`config.mk`:
```
export PLATFORM = sky130hd
export DESIGN_NAME = router_port_ctrl
export DESIGN_NICKNAME = d
export VERILOG_FILES = /design/src/rtl/router_port_ctrl.sv
export SDC_FILE = /design/constraint.sdc
export NUM_CORES = 1
export LEC_CHECK = 0
export CORE_AREA = 2 2 44 56
export CTS_BUF_LIST = sky130_fd_sc_hd__clkbuf_2 sky130_fd_sc_hd__clkbuf_4 sky130_fd_sc_hd__clkbuf_8
export DETAILED_ROUTE_END_ITERATION = 16
export DIE_AREA = 0 0 46 58
export PLACE_DENSITY = 0.7
export SYNTH_ARGS = -nofsm -noshare
export SYNTH_HDL_FRONTEND = slang
export SYNTH_SLANG_ARGS = --single-unit
```
`constraint.sdc`:
```
create_clock -name clk -period 1.1 [get_ports clk]
set_clock_uncertainty 0.2 [all_clocks]
set_input_delay 0.22 -clock clk [delete_from_list [all_inputs] [get_ports clk]]
set_output_delay 0.22 -clock clk [all_outputs]
set_load 0.02 [all_outputs]
```
`src/rtl/router_port_ctrl.sv`:
```
// router_port_ctrl
//   Input-side port controller for the 1x3 router. It sits between the
//   router FSM and the three output FIFOs:
//     - latches the destination address from the header byte,
//     - steers the FSM write enable to the addressed FIFO and returns
//       that FIFO's full flag,
//     - drives per-port valid to the output readers,
//     - runs per-port read-timeout counters that pulse a soft reset to
//       flush a FIFO whose reader has stalled.
//
// Ports:
//   clk         clock
//   rst         synchronous reset, active-low
//   detect_add  FSM in address-decode state; din is latched this cycle
//   din[1:0]    address field of the header byte (2'b11 = invalid)
//   we_en_reg   FSM write request for the current packet
//   rd_en[2:0]  per-port read enable from the output readers
//   fifoe[2:0]  per-port FIFO empty flags
//   fifof[2:0]  per-port FIFO full flags
//   we_en[2:0]  one-hot FIFO write enable
//   fifofull    full flag of the addressed FIFO
//   vld_out[2:0] per-port data valid to the output readers
//   srst[2:0]   per-port soft reset, one-cycle pulse
//
// Optional feature, macro ROUTER_TO_STATUS_EN:
//   adds input to_clr and output to_sts[2:0], a sticky record of which
//   ports have timed out. to_clr clears it; a new timeout wins over clear.
//
// Reader handshake: port n offers data while vld_out[n]=1; the reader
// consumes one entry at each clk edge where vld_out[n] and rd_en[n] are
// both high. Any cycle with vld_out[n]=1 and rd_en[n]=0 is a stall.

module router_port_ctrl #(
  parameter int TIMEOUT = 30,
  parameter int CNT_W   = 5
) (
  input  logic       clk,
  input  logic       rst,
  input  logic       detect_add,
  input  logic [1:0] din,
  input  logic       we_en_reg,
  input  logic [2:0] rd_en,
  input  logic [2:0] fifoe,
  input  logic [2:0] fifof,
`ifdef ROUTER_TO_STATUS_EN
  input  logic       to_clr,
  output logic [2:0] to_sts,
`endif
  output logic [2:0] we_en,
  output logic       fifofull,
  output logic [2:0] vld_out,
  output logic [2:0] srst
);

  localparam logic [CNT_W-1:0] CNT_LAST = CNT_W'(TIMEOUT - 1);

  logic [1:0]       port_sel;
  logic [CNT_W-1:0] cnt     [3];
  logic [CNT_W-1:0] cnt_nxt [3];
  logic [2:0]       srst_nxt;

  assign vld_out = ~fifoe;

  // port_sel = 3 means no port selected: writes are dropped, full reads 0.
  always_comb begin
    we_en    = 3'b000;
    fifofull = 1'b0;
    case (port_sel)
      2'd0: begin we_en[0] = we_en_reg; fifofull = fifof[0]; end
      2'd1: begin we_en[1] = we_en_reg; fifofull = fifof[1]; end
      2'd2: begin we_en[2] = we_en_reg; fifofull = fifof[2]; end
      default: begin we_en = 3'b000; fifofull = 1'b0; end
    endcase
  end

  // Timeout counters. The cycle in which srst is high is the flush cycle
  // and is never counted, so a continuing stall restarts from zero.
  always_comb begin
    for (int n = 0; n < 3; n++) begin
      cnt_nxt[n]  = '0;
      srst_nxt[n] = 1'b0;
      if (srst[n]) begin
        cnt_nxt[n] = '0;
      end else if (!vld_out[n] || rd_en[n]) begin
        cnt_nxt[n] = '0;
      end else if (cnt[n] == CNT_LAST) begin
        srst_nxt[n] = 1'b1;
      end else begin
        cnt_nxt[n] = cnt[n] + 1'b1;
      end
    end
  end

  always_ff @(posedge clk) begin
    if (!rst) begin
      port_sel <= 2'b11;
      srst     <= 3'b000;
      for (int n = 0; n < 3; n++) cnt[n] <= '0;
    end else begin
      if (detect_add) port_sel <= din;
      srst <= srst_nxt;
      for (int n = 0; n < 3; n++) cnt[n] <= cnt_nxt[n];
    end
  end

`ifdef ROUTER_TO_STATUS_EN
  always_ff @(posedge clk) begin
    if (!rst) to_sts <= 3'b000;
    else      to_sts <= (to_clr ? 3'b000 : to_sts) | srst_nxt;
  end
`endif

endmodule

```
==> flow_metrics.env <==
export IMPL_worst_slew_pin_slew_ns=0.232
export IMPL_syn_area_um2=866
export IMPL_max_freq_ghz=0.665
export IMPL_die_h_um=58
export IMPL_avgSynthCellArea_um2=10.3
export IMPL_synth_cell_types=17
export IMPL_grt_max_degree=11
export IMPL_slew_violations=0
export IMPL_grt_overflow_total=0
export IMPL_ff_latch_area_um2=422
export IMPL_post_cts_buffers=0
export IMPL_finalCriticalPeriod_ns=1.50
export IMPL_multi_input_area_um2=469
export IMPL_pin_count=25
export IMPL_grt_pass1_wl_mm=2.55
export IMPL_maxSlewHeadroom=0.844
export IMPL_clock_sinks=20
export IMPL_syn2layout_area_growth_pct=46.1
export IMPL_crit_path_max_fanout=6
export IMPL_hpwl_mm=1.22
export IMPL_rsz0062_at_grt="true"
export IMPL_finalWeightedCongestion=0.709
export IMPL_finalWirelength_mm=1.55
export IMPL_cts_htree_levels=1
export IMPL_yosysSeqAreaShare=0.462
export IMPL_rows=19
export IMPL_status="finished with violations"
export IMPL_drcViolationCount=0
export IMPL_synth_seq_cells=20
export IMPL_crit_required_ns=0.68
export IMPL_start_util=0.405
export IMPL_dpl_instance_area_um2=1210
export IMPL_clkTransAtPathRegs_ns=0.10
export IMPL_wl_per_cell_um=11.1
export IMPL_num_nets_final=142
export IMPL_diodes=0
export IMPL_power_mw=1.23
export IMPL_setup_slack_ns=-0.404
export IMPL_layout_worst_path_cycle_share=1.37
export IMPL_end_kind="output port"
export IMPL_worstPathArrival_ns=1.08
export IMPL_dieArea_um2=2670
export IMPL_place_ws_ns=-0.834
export IMPL_hp_class="input port to flip-flop"
export IMPL_finalHoldViolCount=0
export IMPL_yosysWarningCount=0
export IMPL_failed_checks="setup timing"
export IMPL_power_static_leakage_nw=0.527
export IMPL_numPortBuffers=24
export IMPL_cts_made_buffers=3
export IMPL_syn_nets=105
export IMPL_drive_above_1_share=0.370
export IMPL_cp_start_kind="flip-flop"
export IMPL_final_common_cell="nor2_1"
export IMPL_antenna_found_initial=0
export IMPL_mostFrequentLayoutCells="14 x nor2_1, 9 x dfxtp_1, 9 x clkdlybuf4s50_1, 9 x buf_6, 9 x buf_4"
export IMPL_drt_first_pass_iters=4
export IMPL_ant_nets=0
export IMPL_synthCells=84
export IMPL_grt_pass1_vias=675
export IMPL_power_density_nw_per_um2=970
export IMPL_grtUsageTotal=0.132
export IMPL_cts_tree="done"
export IMPL_clk_latency_ns=0.29
export IMPL_drv_cap=0
export IMPL_die_width_um=46
export IMPL_fillers=197
export IMPL_setup_viol=23
export IMPL_vias=688
export IMPL_worstSetupPathType="flip-flop to output port"
export IMPL_drt_iter0_drc=1
export IMPL_core_region_area_um2=2140
export IMPL_peakVddDrop_uv=682
export IMPL_fin_area_um2=1260
export IMPL_cts_buffer_depth=2
export IMPL_clock_root_buffer="clkbuf_4"
export IMPL_via_per_inst=4.91
export IMPL_ctsHoldBuffers=0
-- layout make-up --
cell class	count	share of cell area
multi-input combinational	58	0.371
clock buffer	3	0.0178
sequential	20	0.333
inverter	6	0.0178
timing repair buffer	32	0.239
tap	21	0.0208
-- per-layer routing --
metal  wire (µm)  vias up  global-route usage
li1            -      347                   -
met1         592      318               0.119
met2         852       21               0.248
met3          91        2              0.0312
met4          17        0              0.0735
met5           0        -                   0
-- worst max-delay path, cell delays in order (launching register included) --
cell and delay, ns:
dfxtp_4 0.39, mux2i_1 0.22, o21ai_2 0.07, buf_6 0.12
-- sequential cells by signal, indices dropped and copies added, names as in the netlist --
| register | flops |
|---|---|
| cnt | 15 |
| port_sel | 2 |
| srst | 3 |
-- worst paths after layout --
kind | startpoint | slack, ns | endpoint | depth (start not counted)
min | rst | 0.24 | port_sel[1] | 3
max reg2reg | srst[1] | -0.09 | cnt[0][5] | 4
max | port_sel[0] | -0.40 | fifofull | 3
min reg2reg | cnt[0][10] | 0.24 | cnt[0][10] | 1
-- report_power, final --
| group | internal, mW | total (mW) | leakage (nW) | switching [mW] |
|---|---|---|---|---|
| sequential | 0.732 | 0.745 | 0.167 | 0.0135 |
| combinational | 0.0969 | 0.158 | 0.346 | 0.0614 |
| clock | 0.127 | 0.324 | 0.0138 | 0.197 |
| total | 0.956 | 1.23 | 0.527 | 0.271 |
-- cell families after synthesis --
family / count (synthesis) / share of synthesized area
and+or+nand+nor: 39 / 0.293
AOI/OAI and AO/OA: 1 / 0.00577
muxes: 3 / 0.0347
buffers and inverters: 6 / 0.0260
adders and majority gates: 6 / 0.0867
xor gates and xnor gates: 9 / 0.0910
DFF: 20 / 0.462
-- what timing repair did --
action	CTS	global route
setup endpoints to repair	28	25
resized for setup	71	9
pin swaps	9	3
-- Yosys cell counts, drive strengths merged --
master	n	share of area
dfxtp	20	0.46
nor2	15	0.065
ha	6	0.087
inv	6	0.026
nand3	6	0.035
xor2	6	0.061
nand2	5	0.030
mux2i	3	0.035
nand4	3	0.022
nor2b	3	0.022
nor4b	3	0.082
xnor2	3	0.030
and3b	2	0.020
nand3b	1	0.0087
nor3b	1	0.0087
o21ai	1	0.0058
-- stage by stage --
| stage | util | instances | TNS [ns] | hold WS (ns) |
|---|---|---|---|---|
| after floorplan | - | 84 | -0.0143 | 0.0819 |
| after global placement | 0.564 | 137 | -14.11 | 0.224 |
| after detailed placement | 0.564 | 137 | -14.72 | 0.229 |
| after CTS | 0.581 | 140 | -3.00 | 0.229 |
| after global routing | 0.591 | 140 | -4.13 | 0.229 |
| final | 0.591 | 140 | -2.66 | 0.235 |
Power figures use the tool's default switching activity.
